## config.mk

```make
export PLATFORM = sky130hd
export DESIGN_NAME = wb_write_queue
export DESIGN_NICKNAME = d
export VERILOG_FILES = /design/src/rtl/wb_write_queue.sv
export SDC_FILE = /design/constraint.sdc
export NUM_CORES = 1
export LEC_CHECK = 0
export ABC_AREA = 1
export BUFFER_PORTS_ARGS = -buffer_cell sky130_fd_sc_hd__buf_2
export CAP_MARGIN = 20
export CORE_MARGIN = 2
export CORE_UTILIZATION = 28
export DETAILED_ROUTE_END_ITERATION = 10
export PLACE_DENSITY_LB_ADDON = 0.12
export SYNTH_ARGS = -nofsm -noshare
export SYNTH_HDL_FRONTEND = slang
export SYNTH_SLANG_ARGS = --single-unit
```

## constraint.sdc

```tcl
create_clock -name clk -period 3.7 [get_ports clk]
set_input_delay 0.74 -clock clk [delete_from_list [all_inputs] [get_ports clk]]
set_output_delay 0.74 -clock clk [all_outputs]
set_load 0.05 [all_outputs]
```

## src/rtl/wb_write_queue.sv

```systemverilog
// In-order register-write queue between the WB stage and the single regfile write port.
// Define BYPASS_EN to build the q_rn lookup of pending writes; otherwise q_hit/q_d are tied low.
module wb_write_queue #(
    parameter int DEPTH = 4,
    parameter int AW    = 5,
    parameter int DW    = 32
) (
    input  logic                     clk,
    input  logic                     rst,
    input  logic                     a_valid,
    output logic                     a_ready,
    input  logic [AW-1:0]            a_wn,
    input  logic [DW-1:0]            a_d,
    input  logic                     b_valid,
    output logic                     b_ready,
    input  logic [AW-1:0]            b_wn,
    input  logic [DW-1:0]            b_d,
    input  logic                     rf_stall,
    output logic                     rf_we,
    output logic [AW-1:0]            rf_wn,
    output logic [DW-1:0]            rf_d,
    output logic [$clog2(DEPTH):0]   count,
    output logic                     full,
    output logic                     empty,
    input  logic [AW-1:0]            q_rn,
    output logic                     q_hit,
    output logic [DW-1:0]            q_d
);
    localparam int PW = $clog2(DEPTH);
    localparam int CW = PW + 1;

    logic [AW-1:0] wn_mem [DEPTH];
    logic [DW-1:0] d_mem  [DEPTH];

    logic [PW-1:0] wr_ptr_reg;
    logic [PW-1:0] rd_ptr_reg;
    logic [CW-1:0] count_reg;
    logic          rf_we_reg;
    logic [AW-1:0] rf_wn_reg;
    logic [DW-1:0] rf_d_reg;

    logic          accept;
    logic          push;
    logic          pop;
    logic [AW-1:0] push_wn;
    logic [DW-1:0] push_d;

    assign full    = (count_reg == CW'(DEPTH));
    assign empty   = (count_reg == '0);
    assign count   = count_reg;
    assign rf_we   = rf_we_reg;
    assign rf_wn   = rf_wn_reg;
    assign rf_d    = rf_d_reg;

    // Ready comes only from registered occupancy and a_valid, never from rf_stall.
    assign a_ready = !full;
    assign b_ready = !full && !a_valid;

    assign push_wn = a_valid ? a_wn : b_wn;
    assign push_d  = a_valid ? a_d  : b_d;
    assign accept  = (a_valid || b_valid) && !full;
    // Writes to r0 are handshaken but dropped.
    assign push    = accept && (push_wn != '0);
    assign pop     = !empty && !rf_stall;

    always_ff @(posedge clk) begin
        if (push) begin
            wn_mem[wr_ptr_reg] <= push_wn;
            d_mem[wr_ptr_reg]  <= push_d;
        end
    end

    always_ff @(posedge clk) begin
        if (rst) begin
            wr_ptr_reg <= '0;
            rd_ptr_reg <= '0;
            count_reg  <= '0;
            rf_we_reg  <= 1'b0;
            rf_wn_reg  <= '0;
            rf_d_reg   <= '0;
        end else begin
            if (push) begin
                wr_ptr_reg <= wr_ptr_reg + 1'b1;
            end
            if (pop) begin
                rd_ptr_reg <= rd_ptr_reg + 1'b1;
                rf_we_reg  <= 1'b1;
                rf_wn_reg  <= wn_mem[rd_ptr_reg];
                rf_d_reg   <= d_mem[rd_ptr_reg];
            end else begin
                rf_we_reg  <= 1'b0;
            end
            case ({push, pop})
                2'b10:   count_reg <= count_reg + 1'b1;
                2'b01:   count_reg <= count_reg - 1'b1;
                default: count_reg <= count_reg;
            endcase
        end
    end

`ifdef BYPASS_EN
    logic [DEPTH-1:0] ent_match;
    logic [PW-1:0]    scan_idx;

    generate
        for (genvar gi = 0; gi < DEPTH; gi++) begin : g_ent
            logic [PW-1:0] age;
            // Distance from the head; only slots closer than count hold live entries.
            assign age            = PW'(gi) - rd_ptr_reg;
            assign ent_match[gi]  = ({1'b0, age} < count_reg) && (wn_mem[gi] == q_rn);
        end
    endgenerate

    // Scan oldest to youngest so the youngest match wins; the rf_* output is oldest.
    always_comb begin
        q_hit    = 1'b0;
        q_d      = '0;
        scan_idx = '0;
        if (q_rn != '0) begin
            if (rf_we_reg && (rf_wn_reg == q_rn)) begin
                q_hit = 1'b1;
                q_d   = rf_d_reg;
            end
            for (int i = 0; i < DEPTH; i++) begin
                scan_idx = rd_ptr_reg + PW'(i);
                if (ent_match[scan_idx]) begin
                    q_hit = 1'b1;
                    q_d   = d_mem[scan_idx];
                end
            end
        end
    end
`else
    logic unused_q_rn;
    assign unused_q_rn = ^q_rn;
    assign q_hit       = 1'b0;
    assign q_d         = '0;
`endif

endmodule

```

Word level (Yosys, flattened, before mapping)

Memories as Yosys holds them, arrays and structs flattened. A register that Yosys moved wholly into a read port is not among the register bits.
Cells that the tools add are included.

Input port bits: 84
Flip-flop bits (word level): 8
Bits in writable memories: 148
Word-level logic and storage cells: 31
Memories kept: 2

Memory list:

| memory | words | bits a word | rd ports | clocked after Yosys merged registers in | write ports | line | source |
|---|---|---|---|---|---|---|---|
| d_mem  | 4     | 32          | 1        | 1                                       | 1           | 33   | `logic [DW-1:0] d_mem [DEPTH];` |
| wn_mem | 4     | 5           | 1        | 1                                       | 1           | 32   | `logic [AW-1:0] wn_mem [DEPTH];` |

Equal/unequal tests: 3
$add $sub $neg: 4
Reduce and logical (&&, ||, !) cells: 12
Multiplexer cells: 6

Operator list:

| operator                                                              | count |
|---|---|
| 32-bit two-way mux                                                    | 1 |
| 3-bit one-hot mux with 2 select lines                                 | 1 |
| 5-bit two-way mux                                                     | 1 |
| 5-bit nonzero test                                                    | 1 |
| 2-bit by 1-bit adder with 2-bit output, second input constant         | 2 |
| 1-bit logical AND                                                     | 4 |
| 1-bit logical NOT                                                     | 4 |
| 3-bit by 1-bit adder with 3-bit output, second input constant         | 1 |
| 3-bit equality test, second input constant                            | 1 |
| 3-bit logical NOT                                                     | 1 |
| 1-bit two-way mux                                                     | 3 |
| 3-bit by 1-bit subtractor with 3-bit output, second input constant    | 1 |
| 2-bit by 1-bit equality test with 1-bit output, second input constant | 1 |
| 2-bit equality test, second input constant                            | 1 |
| 2-bit nonzero test                                                    | 1 |
| 1-bit logical OR                                                      | 1 |

Logic depth before layout (Yosys ltp)

Depth after elaboration: 6
Mapped depth: 13
Depth with buffers taken out: 13

Least setup slack after synthesis

No wires, ideal clock.

Path kind: register to register
Start: reg count_reg[2] (netlist: count[2])
End: reg count_reg[2] (netlist: count[2])
Arrival: 3.353 ns
Path slack: 0.225 ns
Stages on the path, launching flop included: 12
Buffers on the path: 0
Cells stage by stage: dfxtp_1 -> inv_1 -> nor3_1 -> nor2_1 -> nand2_4 -> ha_1 -> inv_1 -> fa_1 -> a21oi_1 -> o21ai_0 -> o21ai_0 -> a21oi_1

Cells in the longest elaborated chain, start to end: 6

RTL lines:

| element                                                                               | line | source |
|---|---|---|
| start, declared                                                                       | 37   | `logic [CW-1:0] count_reg;` |
| start signal, assigned                                                                | 94   | `2'b10: count_reg <= count_reg + 1'b1;` |
| start signal, assigned                                                                | 95   | `2'b01: count_reg <= count_reg - 1'b1;` |
| start signal, assigned                                                                | 96   | `default: count_reg <= count_reg;` |
| 3-bit equality test *                                                                 | 48   | `assign full = (count_reg == CW'(DEPTH));` |
| via full                                                                              | 23   | `output logic full,` |
| 1-bit logical NOT *                                                                   | 61   | `assign accept = (a_valid \|\| b_valid) && !full;` |
| 1-bit logical AND *                                                                   | 61   |  |
| 1-bit logical AND *                                                                   | 63   | `assign push = accept && (push_wn != '0);` |
| 2-bit by 1-bit equality test with 1-bit output or 2-bit equality test (tied branches) | 93   | `case ({push, pop})` |
| 3-bit one-hot mux with 2 select lines or 2-bit nonzero test (tied branches)           | n/a  |  |

The timed path passes the listed nets; every way through them passes the cells marked *.
A chain may end at the register's enable or synchronous reset.

Worst setup path in the final report

Start: in a_valid
End: reg count_reg[2] (netlist: count[2])

Cells in the longest elaborated chain, start to end: 5

RTL lines:

| element                                                                               | line | source |
|---|---|---|
| start, declared                                                                       | 10   | `input logic a_valid,` |
| 5-bit two-way mux *                                                                   | 59   | `assign push_wn = a_valid ? a_wn : b_wn;` |
| via push_wn[1]                                                                        | 45   | `logic [AW-1:0] push_wn;` |
| 5-bit nonzero test *                                                                  | 63   |  |
| 1-bit logical AND *                                                                   | 63   |  |
| 2-bit by 1-bit equality test with 1-bit output or 2-bit equality test (tied branches) | 93   |  |
| 3-bit one-hot mux with 2 select lines or 2-bit nonzero test (tied branches)           | n/a  |  |

Marks and branches as above.

==> flow_metrics.py <==
metrics = {
    "run_status": {
        "run_status": "finished, final reports clean",
    },
    "final_layout": {
        "finish.cell_count_without_fillers": 1242,
        "nets": 941,
        "number_of_flip_flops_under_the_largest_register_name": 128,
        "nFillCells": 2871,
        "layout_commonest_cell": "nor2_1",
        "num_antenna_cells": 0,
        "flow.area_growth_from_synthesis_pct": 19.0,
        "post-route-util_pct": 33.9,
        "drive_gt1_share_pct": 21.4,
        "most_frequent_cells_in_the_layout": "160 x nor2_1, 148 x edfxtp_1, 123 x buf_2",
        "area_of_all_placed_cells_without_fillers_um2": 9430,
    },
    "die": {
        "io_pins": 162,
        "die-height_um": 172,
        "fp.coreArea_um2": 27900,
        "die_w_um": 172,
        "std_cell_rows": 61,
        "floorplan.initialDensity_pct": 28.5,
        "die_area_um2": 29700,
    },
    "synth": {
        "synth.lib_cells_used.distinct": 24,
        "synth.yosys.seq_area_share_pct": 67.4,
        "synthesis.area_per_instance_um2": 10.7,
        "asyncSetResetFlopFracSynth_pct": 0,
        "synth-edff-count": 148,
        "syn-instance-count": 739,
        "ys_seq_elements": 193,
        "mappedNetlistArea_um2": 7930,
        "yosysWarnings": 0,
        "ys_dominant_reg_cell": "edfxtp_1",
    },
    "clock_tree": {
        "post-cts-setup-buffers": 0,
        "worstSkewPairLatency_ns": 0.43,
        "cts_tree": "built",
        "clock-sinks": 193,
        "cts_resized": 0,
        "clkSlewWorstSetupHoldPaths_ns": 0.07,
        "number_of_buffers_inserted_for_hold_repair_after_clock_tree_synthesis": 0,
        "total_clock_buffers_created_by_cts": 17,
        "ctsHtreeMaxLevel": 4,
        "clockRootBuffer": "clkbuf_16",
        "cts_buffer_depth": 2,
    },
    "global_route": {
        "grt_pass1_wl_mm": 29.1,
        "overflow": 0,
        "initial_antenna_violation_count": 0,
        "grt_start_max_net_pins": 78,
        "grt_pass1_vias": 4888,
        "grt.total_usage_pct": 13.3,
    },
    "detailed_routing": {
        "remaining_drcs": 0,
        "first_iter_violations": 274,
        "dr.pass1.iters": 4,
        "drt_via_density": 4.29,
        "route.detailed.wl_per_inst_um": 15.4,
        "drt_wl_total_mm": 19.1,
        "detail-route-antenna-nets": 0,
        "dr_vias": 5325,
    },
    "critical_path": {
        "path_max_fanout": 21,
        "combined_buffer_and_inverter_count_along_the_critical_path": 3,
        "worstSetupStartpointType": "input pin",
        "critical_path.cell_chain": "buf_2, buf_4, nand2_1, nand2_1, nor2_1, nand3_2, nand2_4, ha_1, inv_1, fa_1, a21oi_1, o21ai_0, o21ai_0, a21oi_1",
        "worst_path_max_delay_cell": "fa_1",
        "critical_path.max_stage_delay_ns": 0.37,
        "worst_path_dominant_cell_family": "simple AND/OR/NAND/NOR gates",
        "timing.critical_path.required_ns": 4.01,
        "critical_path_class": "in2reg",
        "critPathCaptureType": "flop",
        "worstPathArrival_ns": 2.89,
    },
    "pwr": {
        "power_switching_mw": 2.76,
        "power.density_cell_area_nw_per_um2": 751,
        "irDropWorstVdd_uv": 315,
        "power.share.combinational_pct": 31.3,
        "fin_total_pwr_mw": 7.08,
        "total_leakage_power_nw": 3.74,
        "power.clock.fraction_pct": 26.6,
        "seq_power_share_pct": 42.1,
        "power_switching_share_pct": 39.0,
        "intPower_mw": 4.32,
    },
    "min_path": {
        "min-delay-path-class": "in2reg",
    },
    "placement": {
        "place_worst_setup_slack_ns": 0.655,
        "dpl_cell_area_um2": 8820,
        "routabilityCongestion": 0.677,
        "dpl.cell_count": 1210,
        "numPortBuffers": 123,
        "hpwl_mm": 11.2,
    },
    "sta": {
        "fin_crit_ns": 2.58,
        "fin_tns_setup_ns": 0,
        "tightest_slew_ns": 0.804,
        "slew_violations": 0,
        "max_clk_rate_ghz": 0.387,
        "slew_headroom_pct": 46.4,
        "timing.clock.skew_ns": 0.0157,
        "setup_repair_after_global_routing_missed_its_margin": "false",
        "fin_ws_ns": 1.12,
        "finalHoldWorstSlack_ns": 0.516,
        "final_min_period_over_clock_period_pct": 69.8,
        "timing.final.hold_violations": 0,
        "setup_viol": 0,
    },
    "run": {
        "cap_viol_max_count": 0,
    },
}
==> power groups by stage <==
stage | Combinational [mW] | Clock [mW] | Sequential (mW)
after floorplan | 1.16 | 0 | 3.54
after global placement | 2.27 | 0 | 3.03
after detailed placement | 2.27 | 0 | 3.03
after CTS | 2.28 | 1.95 | 2.98
after global routing | 2.46 | 2.03 | 3.03
final | 2.22 | 1.88 | 2.98
==> kinds of logic after synthesis <==
family,Yosys count,share of synthesized area (%)
simple gates,284,13.8
flops,193,67.4
compound gates,159,10.6
buf+inv,96,7.07
fa+ha+maj,6,1.04
other cells,1,0.0473
==> metal layers <==
metal	global-route usage, %	up-vias	wire, um	part of all wire (%)
met1	18.7	2473	9330	49
li1	-	2696	-	-
met3	2.95	10	902	4.7
met4	3.22	0	142	0.74
met5	0	-	0	0
met2	20.7	146	8730	46
==> worst register-to-register path, stage by stage (launching register included) <==
cell and delay [ns]:
dfxtp_1 0.34, inv_1 0.09, nor3_1 0.32, nor2_1 0.20, nand2_4 0.23, ha_1 0.18, inv_1 0.06, fa_1 0.37
a21oi_1 0.14, o21ai_0 0.11, o21ai_0 0.15, a21oi_1 0.05
==> synth_stat cells (2+ instances only) <==
cell | number | share of area, %
edfxtp_1 | 148 | 56
dfxtp_1 | 45 | 11
buf_4 | 37 | 3.5
nor2_1 | 164 | 7.8
o22ai_1 | 37 | 2.9
nand3_2 | 2 | 0.25
o21ai_0 | 96 | 6.1
o21ai_1 | 21 | 1.3
inv_1 | 15 | 0.71
a21oi_1 | 5 | 0.32
clkbuf_1 | 22 | 1.0
inv_2 | 4 | 0.19
ha_1 | 5 | 0.79
buf_2 | 11 | 0.69
nand2_1 | 113 | 5.4
buf_6 | 6 | 0.85
==> worst paths after layout <==
kind                                 end      from  cells after the start  slack [ns]
worst max-delay path            count[2]   a_valid                     14        1.12
worst min register to register   rf_d[7]   rf_d[7]                      2        0.52
worst min-delay path            count[1]       rst                      2        0.52
worst max register to register  count[2]  count[2]                     11        1.35
==> area by class of cell <==
type                    count  area, um^2  area share [%]
clock buffers              17         425            4.51
flip-flops and latches    193        5350            56.7
inverters                  20        77.6           0.822
well taps                 378         473            5.01
multi-input cells         482        2170            23.0
repair buffers            137         746            7.91
clock inverters            15         191            2.03
No activity file was read; power rests on OpenSTA's default activity.
